--- src/rtl/fp_adder_arbiter.sv ---
// Round-robin arbiter sharing one SP float adder among NUM_REQ lanes.
// Ports: clk/reset; req_stb/req_a/req_b/req_ack per lane;
// rsp_z/rsp_stb/rsp_ack return path; add_a/add_b/add_z adder link; busy.
module fp_adder_arbiter #(
  parameter int NUM_REQ     = 4,
  parameter int ADD_LATENCY = 0
) (
  input  logic                  clk,
  input  logic                  reset,
  input  logic [NUM_REQ-1:0]    req_stb,
  input  logic [32*NUM_REQ-1:0] req_a,
  input  logic [32*NUM_REQ-1:0] req_b,
  output logic [NUM_REQ-1:0]    req_ack,
  output logic [31:0]           rsp_z,
  output logic [NUM_REQ-1:0]    rsp_stb,
  input  logic [NUM_REQ-1:0]    rsp_ack,
  output logic [31:0]           add_a,
  output logic [31:0]           add_b,
  input  logic [31:0]           add_z,
  output logic                  busy
);
  localparam int IW = (NUM_REQ > 1) ? $clog2(NUM_REQ) : 1;
  localparam int CW = (ADD_LATENCY > 0) ? $clog2(ADD_LATENCY + 1) : 1;

  typedef enum logic [1:0] {IDLE, WAIT, RESP} state_t;
  state_t state, state_nx;

  logic [IW-1:0] g;
  logic [IW-1:0] last;
  logic [IW-1:0] pick;
  logic [CW-1:0] cnt;

  // Round-robin search starting just after the last served lane.
  always_comb begin : p_pick
    int idx;
    logic [IW-1:0] sel;
    logic found;
    idx   = 0;
    sel   = '0;
    found = 1'b0;
    pick  = '0;
    for (int k = 1; k <= NUM_REQ; k++) begin
      idx = (int'(last) + k) % NUM_REQ;
      sel = IW'(idx);
      if (!found && req_stb[sel]) begin
        found = 1'b1;
        pick  = sel;
      end
    end
  end

  // State register; busy is registered alongside it.
  always_ff @(posedge clk or posedge reset) begin
    if (reset) begin
      state <= IDLE;
      busy  <= 1'b0;
    end else begin
      state <= state_nx;
      busy  <= (state_nx != IDLE);
    end
  end

  always_comb begin
    state_nx = state;
    unique case (state)
      IDLE: if (|req_stb) state_nx = WAIT;
      WAIT: if (cnt == '0) state_nx = RESP;
      RESP: if (rsp_ack[g]) state_nx = IDLE;
      default: state_nx = IDLE;
    endcase
  end

  // Registered outputs and datapath.
  always_ff @(posedge clk or posedge reset) begin
    if (reset) begin
      req_ack <= '0;
      rsp_stb <= '0;
      rsp_z   <= '0;
      add_a   <= '0;
      add_b   <= '0;
      g       <= '0;
      last    <= IW'(NUM_REQ - 1);
      cnt     <= '0;
    end else begin
      unique case (state)
        IDLE: begin
          if (|req_stb) begin
            g       <= pick;
            add_a   <= req_a[32*int'(pick) +: 32];
            add_b   <= req_b[32*int'(pick) +: 32];
            req_ack <= NUM_REQ'(1) << pick;
            cnt     <= CW'(ADD_LATENCY);
          end
        end
        WAIT: begin
          req_ack <= '0;
          if (cnt != '0) begin
            cnt <= cnt - 1'b1;
          end else begin
            rsp_z   <= add_z;
            rsp_stb <= NUM_REQ'(1) << g;
          end
        end
        RESP: begin
          if (rsp_ack[g]) begin
            rsp_stb <= '0;
            last    <= g;
          end
        end
        default: ;
      endcase
    end
  end
endmodule

--- config.mk ---
export PLATFORM = sky130hd
export DESIGN_NAME = fp_adder_arbiter
export DESIGN_NICKNAME = d
export VERILOG_FILES = /design/src/rtl/fp_adder_arbiter.sv
export SDC_FILE = /design/constraint.sdc
export NUM_CORES = 1
export LEC_CHECK = 0
export CAP_MARGIN = 20
export CELL_PAD_IN_SITES_DETAIL_PLACEMENT = 0
export CELL_PAD_IN_SITES_GLOBAL_PLACEMENT = 2
export CORE_MARGIN = 5
export CORE_UTILIZATION = 21
export CTS_CLUSTER_DIAMETER = 100
export CTS_CLUSTER_SIZE = 25
export DETAILED_ROUTE_END_ITERATION = 12
export PLACE_DENSITY_LB_ADDON = 0.1
export SETUP_SLACK_MARGIN = 0.5
export SKIP_LAST_GASP = 1
export SYNTH_ARGS = -nofsm -noshare
export SYNTH_HDL_FRONTEND = slang
export SYNTH_SLANG_ARGS = --single-unit
--- constraint.sdc ---
create_clock -name clk -period 4.6 [get_ports clk]
set_clock_uncertainty 0.2 [all_clocks]
set_input_delay 0.92 -clock clk [delete_from_list [all_inputs] [get_ports clk]]
set_output_delay 0.92 -clock clk [all_outputs]
set_load 0.005 [all_outputs]
==> results of run 1 <==
[power by group]
group	total (W)	internal (W)	leakage (nW)	switching (W)
Clock	0.000899	0.000490	0.160	0.000410
Combinational	0.00339	0.00179	3.04	0.00160
Sequential	0.00173	0.00146	1.37	0.000269
Total	0.00602	0.00374	4.57	0.00227
[layout make-up]
class                           count  area (um^2)
Clock buffer                       10          229
Antenna cell                        2         5.00
Timing Repair Buffer              412         4150
Multi-Input combinational cell    393         3100
Tap cell                          384          480
Inverter                            3         13.8
Fill cell                        2860        18000
Sequential cell                   111         2780
Clock inverter                      6         97.6
[through the flow]
step | total power (W) | instance area [um^2] | instances | setup slack [ns] | utilization, %
2_1_floorplan | 0.00356 | 6170 | 550 | 0.553 | -
3_3_place_gp | 0.00523 | 10500 | 1303 | 1.27 | 36.5
3_5_place_dp | 0.00524 | 10500 | 1303 | 1.21 | 36.5
4_1_cts | 0.00618 | 10900 | 1319 | 1.61 | 37.6
5_1_grt | 0.00647 | 10900 | 1321 | 1.49 | 37.6
6_report | 0.00602 | 10900 | 1321 | 1.64 | 37.6
[routing by layer]
layer,GRT usage [%],vias to the layer above,wire length (um)
li1,-,2762,-
met1,18.7,2637,10800
met2,27.9,213,14000
met3,4.46,24,1710
met4,4.08,0,483
met5,0,-,0
[sequential cells by signal, indices dropped and copies added (netlist names), 2 cells and up]
register  flops
add_a        32
g             2
req_ack       4
rsp_z        32
rsp_stb       4
add_b        32
state         2
last          2
[tightest hold or removal path: stages (launching register included)]
cell     delay (ns)
dfrtp_1        0.35
nand2_1        0.05
nand2_1        0.05
[cell usage in the layout, fill, tap and decap left out, types with 2 or more instances in the layout]
cell type / synthesis / layout
a21o_1: 3 / 2
a22o_1: 2 / 2
a32o_1: 4 / 4
and2_1: 3 / 3
buf_12: 0 / 4
buf_4: 0 / 6
bufinv_16: 0 / 2
clkbuf_16: 0 / 9
clkdlybuf4s50_1: 0 / 402
dfrtp_1: 109 / 109
dfstp_2: 2 / 2
diode_2: 0 / 2
inv_6: 0 / 3
mux2i_1: 129 / 129
nand2_1: 163 / 163
nand2b_1: 4 / 4
nand3b_1: 2 / 2
nor2_1: 4 / 4
o21ai_1: 2 / 2
o221ai_1: 15 / 15
o221ai_2: 49 / 49
[how the worst max path moves through the flow]
| stage | from | endpoint | slack [ns] | cells after the start |
|---|---|---|---|---|
| floorplan | reset | add_a[0] | 0.55 | 1 |
| global placement | req_stb[3] | add_a[31] | 1.27 | 6 |
| detailed placement | req_stb[3] | add_a[25] | 1.21 | 6 |
| CTS | req_stb[3] | add_a[19] | 1.61 | 6 |
| global route | req_stb[3] | add_a[25] | 1.49 | 6 |
| finish | req_stb[3] | add_a[31] | 1.64 | 6 |
[cell families after synthesis]
family / count (synthesis) / synth area share, %
muxes: 131 / 21.5
AOI/OAI and AO/OA: 83 / 16.8
buffers and inverters: 46 / 5.27
and+or+nand+nor: 179 / 11.5
DFF: 111 / 45.0
==> impl_metrics.json, run 1 <==
{
  "status": "complete, no violations",
  "power.density_mw_per_mm2": 554,
  "min_path_type": "register to register",
  "cpPeakStageDelay_ns": 0.46,
  "ys.flop_type": "dfrtp_1",
  "worst_pin_slew_ns": 0.826,
  "cts_made_buffers": 9,
  "path_class": "input port to register",
  "synth-edff-count": 0,
  "hold_start": "rsp_z[21]",
  "syn_to_final_growth_pct": 75.8,
  "r2r_slack_ns": 2.16,
  "holdWs_ns": 0.278,
  "cp-start-kind": "input port",
  "fin_setup_tns_ns": 0,
  "grt_start_max_net_pins": 96,
  "grt_overflow_total": 0,
  "post-route-drc-count": 0,
  "async_reset_ff_share_pct": 100,
  "dpl.hpwl_um": 20700,
  "post_cts_buffers": 0,
  "drt_pass1_iterations": 4,
  "period_minus_slack_ns": 2.96,
  "period_share_pct": 64.3,
  "endpoint_kind": "register",
  "synth_area_mm2": 0.00617,
  "critical-path-top-delay-family": "compound AO/OA/AOI/OAI gates",
  "finalSetupViolations": 0,
  "worstHoldEndpoint": "rsp_z[21]",
  "grt_pass1_wl_um": 39900,
  "cellLeakagePower_nw": 4.57,
  "via_per_inst": 4.27,
  "crit_required_ns": 4.62,
  "vias": 5636,
  "cts_htree_levels": 3,
  "cts_max_path_buffers": 2,
  "clk_pin_slew_ns": 0.09,
  "gp_routability_congestion": 0.790,
  "clock_latency_ns": 0.35,
  "wl_per_cell_um": 20.4,
  "first_global_vias": 6059,
  "final-hold-violation-count": 0,
  "rr_worst_depth": 5,
  "r2r_start": "last[1]",
  "synth_cells": 550,
  "ys_top_cells_by_count": "nand2_1, mux2i_1, dfrtp_1",
  "drive_gt1_share_pct": 9.20,
  "die-width_um": 181,
  "ys_seq_elements": 111,
  "synth_top_area_share_pct": 44.2,
  "ir_drop_mv": 0.297,
  "hold_path_depth": 2,
  "num_rows": 62,
  "drv_slew": 0,
  "ant_nets": 0,
  "drt_iter0_markers": 214,
  "portBuffers": 402,
  "cp_slowest_cell": "clkdlybuf4s50_1",
  "syn_area_per_cell_um2": 11.2,
  "dieHeight_um": 181,
  "ys_types": 33,
  "cts_tree": "built",
  "crit_buf_inv": 2,
  "ys.warnings.count": 0,
  "crit_arrival_ns": 2.98,
  "fmax_ghz": 0.338,
  "cap_viol_max_count": 0,
  "antenna_found_initial": 2,
  "cts_sinks": 111,
  "nNetsFinal": 1228,
  "start_util_pct": 21.4,
  "relSlewSlack_pct": 44.8,
  "ys_top_cells_by_area": "dfrtp_1, mux2i_1, o221ai_2",
  "critPathMaxFanout": 25,
  "synth_area_leader_cell": "dfrtp_1",
  "path_cells": "clkdlybuf4s50_1 -> nor2_1 -> a211o_2 -> a21o_4 -> buf_4 -> o221ai_1",
  "rsz0062_at_grt": "no",
  "ctsHoldBuffers": 0,
  "ys_seq_area_share_pct": 45.0,
  "dieArea_mm2": 0.0329,
  "ioPinCount": 403,
  "syn_nets": 848,
  "routed_wirelength_um": 27000,
  "ctsRootBufferMaster": "clkbuf_16",
  "grt_use_total_pct": 15.7,
  "synth.most_common_cell": "nand2_1",
  "ctsResizeCount": 0,
  "rr_endpoint": "add_b[23]",
  "core_area_mm2": 0.0289
}
Note: power is estimated with default switching activity, not from simulation.
==> inputs of run 2 (changes only) <==
- clock period: 4.6 -> 3 ns (I/O delays scaled with it)
==> impl_metrics.json, run 2 (same netlist as run 1, synthesis figures left out) <==
{
  "post_cts_buffers": 0,
  "die-width_um": 181,
  "ctsResizeCount": 0,
  "period_share_pct": 80.4,
  "core_area_mm2": 0.0289,
  "power.internal_w": 0.00576,
  "grt_start_max_net_pins": 53,
  "drt_iter0_markers": 178,
  "reg_top3": "add_a (32), add_b (32), rsp_z (32)",
  "gp_routability_congestion": 0.793,
  "ir_drop_mv": 0.408,
  "grt_use_total_pct": 16.0,
  "vias": 5734,
  "drv_slew": 0,
  "power.density_mw_per_mm2": 841,
  "rsz0062_at_grt": "no",
  "relSlewSlack_pct": 56.7,
  "fmax_ghz": 0.415,
  "antenna_found_initial": 3,
  "crit_required_ns": 3.06,
  "clk_pin_slew_ns": 0.08,
  "combPwrFrac_pct": 58.1,
  "portBuffers": 402,
  "cp_slowest_cell": "clkdlybuf4s50_1",
  "syn_to_final_growth_pct": 78.6,
  "cts_max_path_buffers": 2,
  "grt_pass1_wl_um": 40700,
  "dieArea_mm2": 0.0329,
  "num_rows": 62,
  "ioPinCount": 403,
  "worst_pin_slew_ns": 0.650,
  "cp-start-kind": "input port",
  "endpoint_kind": "register",
  "power.total_w": 0.00927,
  "placed_area_mm2": 0.0107,
  "dieHeight_um": 181,
  "p_seq_share_pct": 28.9,
  "mostFrequentLayoutCells": "clkdlybuf4s50_1, nand2_1, mux2i_1",
  "wl_per_cell_um": 20.5,
  "layout_commonest_cell": "clkdlybuf4s50_1",
  "critPathMaxFanout": 17,
  "drt_pass1_iterations": 4,
  "status": "complete, no violations",
  "finalSetupViolations": 0,
  "cellLeakagePower_nw": 4.65,
  "cpPeakStageDelay_ns": 0.53,
  "cap_viol_max_count": 0,
  "period_minus_slack_ns": 2.41,
  "cts_made_buffers": 9,
  "path_cells": "clkdlybuf4s50_1 -> nor2_1 -> a211o_2 -> inv_2 -> nand3_4 -> buf_12 -> o221ai_1",
  "cts_sinks": 111,
  "ctsRootBufferMaster": "clkbuf_16",
  "routed_wirelength_um": 27400,
  "drive_gt1_share_pct": 10.5,
  "pwr-share-clk_pct": 13.0,
  "crit_arrival_ns": 2.47,
  "grt_overflow_total": 0,
  "ant_nets": 0,
  "final_area_mm2": 0.0110,
  "dpl.hpwl_um": 21800,
  "r2r_start": "last[1]",
  "cts_htree_levels": 3,
  "swShare_pct": 37.9,
  "hold_start": "rsp_z[27]",
  "startpoint": "req_stb[3]",
  "switchingPower_w": 0.00351,
  "ctsHoldBuffers": 0,
  "first_global_vias": 6240,
  "final-hold-violation-count": 0,
  "min_path_type": "register to register",
  "fin_setup_tns_ns": 0,
  "cts_tree": "built",
  "post-route-drc-count": 0,
  "start_util_pct": 21.4,
  "path_class": "input port to register",
  "via_per_inst": 4.30,
  "nNetsFinal": 1242,
  "clock_latency_ns": 0.35
}
==> run 2: cell types whose count changed in the layout (fill, tap and decap cells not counted), sizes merged <==
cell	previous run	this run
buf	10	24
clkinv	0	3
inv	7	4
bufinv	2	0
clkinvlp	0	2
clkbuf	10	9
==> run 2: power by group through the flow <==
| stage | Combinational, W | Sequential [W] | Clock, W |
|---|---|---|---|
| global placement | 0.00552 | 0.00271 | 0 |
| global route | 0.00589 | 0.00279 | 0.00132 |
| CTS | 0.00555 | 0.00269 | 0.00128 |
| floorplan | 0.00277 | 0.00270 | 0 |
| finish | 0.00539 | 0.00268 | 0.00120 |
| detailed placement | 0.00555 | 0.00270 | 0 |
==> run 2: per-stage QoR <==
step | utilization [%] | worst slack [ns] | hold WS, ns | std cells
6_report | 38.2 | 0.588 | 0.277 | 1334
5_1_grt | 38.2 | 0.510 | 0.299 | 1334
3_3_place_gp | 37.2 | 0.249 | 0.257 | 1317
3_5_place_dp | 37.2 | 0.205 | 0.262 | 1317
4_1_cts | 38.2 | 0.576 | 0.284 | 1332
2_1_floorplan | - | 0.858 | 0.270 | 550
==> run 2: metal layers <==
metal | vias to the layer above | GRT usage [%] | share of wire, %
met5 | - | 0 | 0.040
met4 | 2 | 3.75 | 1.6
met3 | 22 | 6.02 | 8.4
met2 | 221 | 27.6 | 50
met1 | 2703 | 19.1 | 40
li1 | 2786 | - | -
==> run 2: path summary, 6_finish.rpt <==
check	to	slack [ns]	cells past startpoint
setup / recovery	add_a[31]	0.59	7
hold / removal	rsp_z[27]	0.28	2
setup reg to reg	add_a[31]	0.73	5
hold reg to reg	rsp_z[27]	0.28	2
max in group asynchronous	add_a[15]	1.65	3
min in group asynchronous	rsp_z[26]	0.49	3
==> run 2: final cells by class <==
type,instances,area [um^2]
Tap cell,384,480
Antenna cell,2,5.00
Multi-Input combinational cell,393,3100
Clock buffer,9,225
Fill cell,2843,17800
Inverter,3,15.0
Clock inverter,6,56.3
Sequential cell,111,2780
Timing Repair Buffer,426,4370
==> run 2: worst max-delay path, delay by kind of cell <==
family,cells,cell delay [ns]
compound gates,2,0.50
buf+inv,3,0.94
simple gates,2,0.43
==> inputs of run 3 (changes only) <==
- CORE_UTILIZATION: 21 -> 19
- clock period: 3 -> 1.95 ns (I/O delays scaled with it)
==> impl_metrics.json, run 3 (same netlist as run 1, synthesis figures left out) <==
{
  "status": "finished with violations",
  "failed_checks": "setup timing",
  "cts_sinks": 111,
  "diodes": 0,
  "holdWs_ns": 0.130,
  "ir_drop_mv": 0.721,
  "fillers": 3246,
  "via_per_inst": 4.15,
  "drt_iter0_markers": 168,
  "drv_slew": 0,
  "dpl.hpwl_um": 21900,
  "final-hold-violation-count": 0,
  "r2r_slack_ns": -0.16,
  "cp-start-kind": "register",
  "ant_nets": 0,
  "dp_slack_ns": -0.670,
  "portBuffers": 402,
  "setup_ws_ns": -0.157,
  "routed_wirelength_um": 29200,
  "core_area_mm2": 0.0323,
  "die-width_um": 190,
  "nNetsFinal": 1331,
  "cts_htree_levels": 3,
  "path_class": "register to register",
  "grt_start_max_net_pins": 47,
  "wl_per_cell_um": 19.7,
  "grt_use_total_pct": 15.1,
  "period_minus_slack_ns": 2.11,
  "ioPinCount": 403,
  "grt_pass1_wl_um": 41400,
  "grt_overflow_total": 0,
  "rr_endpoint": "add_a[31]",
  "worst_pin_slew_ns": 0.295,
  "rsz0062_at_grt": "yes",
  "endpoint_kind": "register",
  "antenna_found_initial": 2,
  "rr_worst_depth": 9,
  "gp_routability_congestion": 0.760,
  "dieHeight_um": 190,
  "relSlewSlack_pct": 80.3,
  "post-route-drc-count": 0,
  "startpoint": "last[1]",
  "finalSetupViolations": 66,
  "cts_tree": "built",
  "final_cell_count_no_fill": 1480,
  "critPathMaxFanout": 8,
  "cellLeakagePower_nw": 5.24,
  "endpoint": "add_a[31]",
  "reg_top3": "add_a (32), add_b (32), rsp_z (32)",
  "mostFrequentLayoutCells": "clkdlybuf4s50_1, nand2_1, dfrtp_1",
  "period_share_pct": 108,
  "crit_arrival_ns": 2.14,
  "syn_to_final_growth_pct": 91.7,
  "crit_required_ns": 1.98,
  "power.total_w": 0.0155,
  "fin_setup_tns_ns": -6.23,
  "ctsRootBufferMaster": "clkbuf_16",
  "clk_pin_slew_ns": 0.08,
  "power.density_mw_per_mm2": 1310,
  "drive_gt1_share_pct": 33.7,
  "layout_commonest_cell": "clkdlybuf4s50_1",
  "cts_made_buffers": 9,
  "dp.cells": 1403,
  "cts_max_path_buffers": 2,
  "drt_pass1_iterations": 4,
  "vias": 6144,
  "fmax_ghz": 0.475,
  "dieArea_mm2": 0.0362,
  "cap_viol_max_count": 0,
  "clock_latency_ns": 0.36,
  "ctsHoldBuffers": 0,
  "min_path_type": "input port to asynchronous set/reset pin",
  "r2r_start": "last[1]",
  "start_util_pct": 19.1,
  "num_rows": 66,
  "first_global_vias": 6462
}
## run 3: worst min path at each step
| stage | depth (start not counted) | endpoint | start | slack (ns) |
|---|---|---|---|---|
| 4_1_cts | 2 | add_b[7] | reset | 0.12 |
| 2_1_floorplan | 2 | rsp_z[0] | rsp_z[0] | 0.27 |
| 3_5_place_dp | 2 | rsp_z[28] | rsp_z[28] | 0.26 |
| 6_report | 2 | add_b[7] | reset | 0.13 |
| 3_3_place_gp | 2 | rsp_z[1] | rsp_z[1] | 0.26 |
| 5_1_grt | 2 | add_b[7] | reset | 0.15 |
## run 3: routing by layer
layer	track usage [%]	vias up	part of all wire, %
met5	0	-	0.12
met4	3.54	4	1.7
met3	5.35	26	7.8
met2	26.5	221	50
met1	17.7	2927	40
li1	-	2966	-
## run 3: where the power goes
part           leakage (nW)  internal (W)  total [W]  switching (W)
Sequential             1.37       0.00345    0.00409       0.000644
Combinational          3.72       0.00510    0.00936        0.00426
Clock                 0.152       0.00106    0.00205       0.000997
## run 3: layout make-up
cell class              instances  area [um^2]  share of cell area [%]
inverters                       3         15.0                   0.127
repair buffers                515         4820                    40.8
well taps                     442          553                    4.67
clock inverters                 6         75.1                   0.634
clock buffers                  10          239                    2.02
flip-flops and latches        111         2780                    23.5
multi-input cells             393         3350                    28.3
## run 3: timing repair
item	CTS	global route
gates cloned	1	1
endpoints found under the hold margin	0	0
resized for setup	243	166
pin swaps	7	5
setup endpoints to repair	183	187
buffers inserted	27	32
## run 3: worst max-delay path, stage by stage (launching register included)
cell	delay (ns)
dfstp_2	0.59
buf_6	0.11
nand2b_4	0.11
a31oi_4	0.09
buf_12	0.15
buf_8	0.12
buf_16	0.15
buf_8	0.13
mux2i_2	0.19
o221ai_1	0.13
## run 3: stage by stage
stage,utilization [%],area (um^2)
floorplan,-,6280
global placement,34.4,11100
detailed placement,34.4,11100
CTS,35.9,11600
global route,36.7,11800
finish,36.7,11800
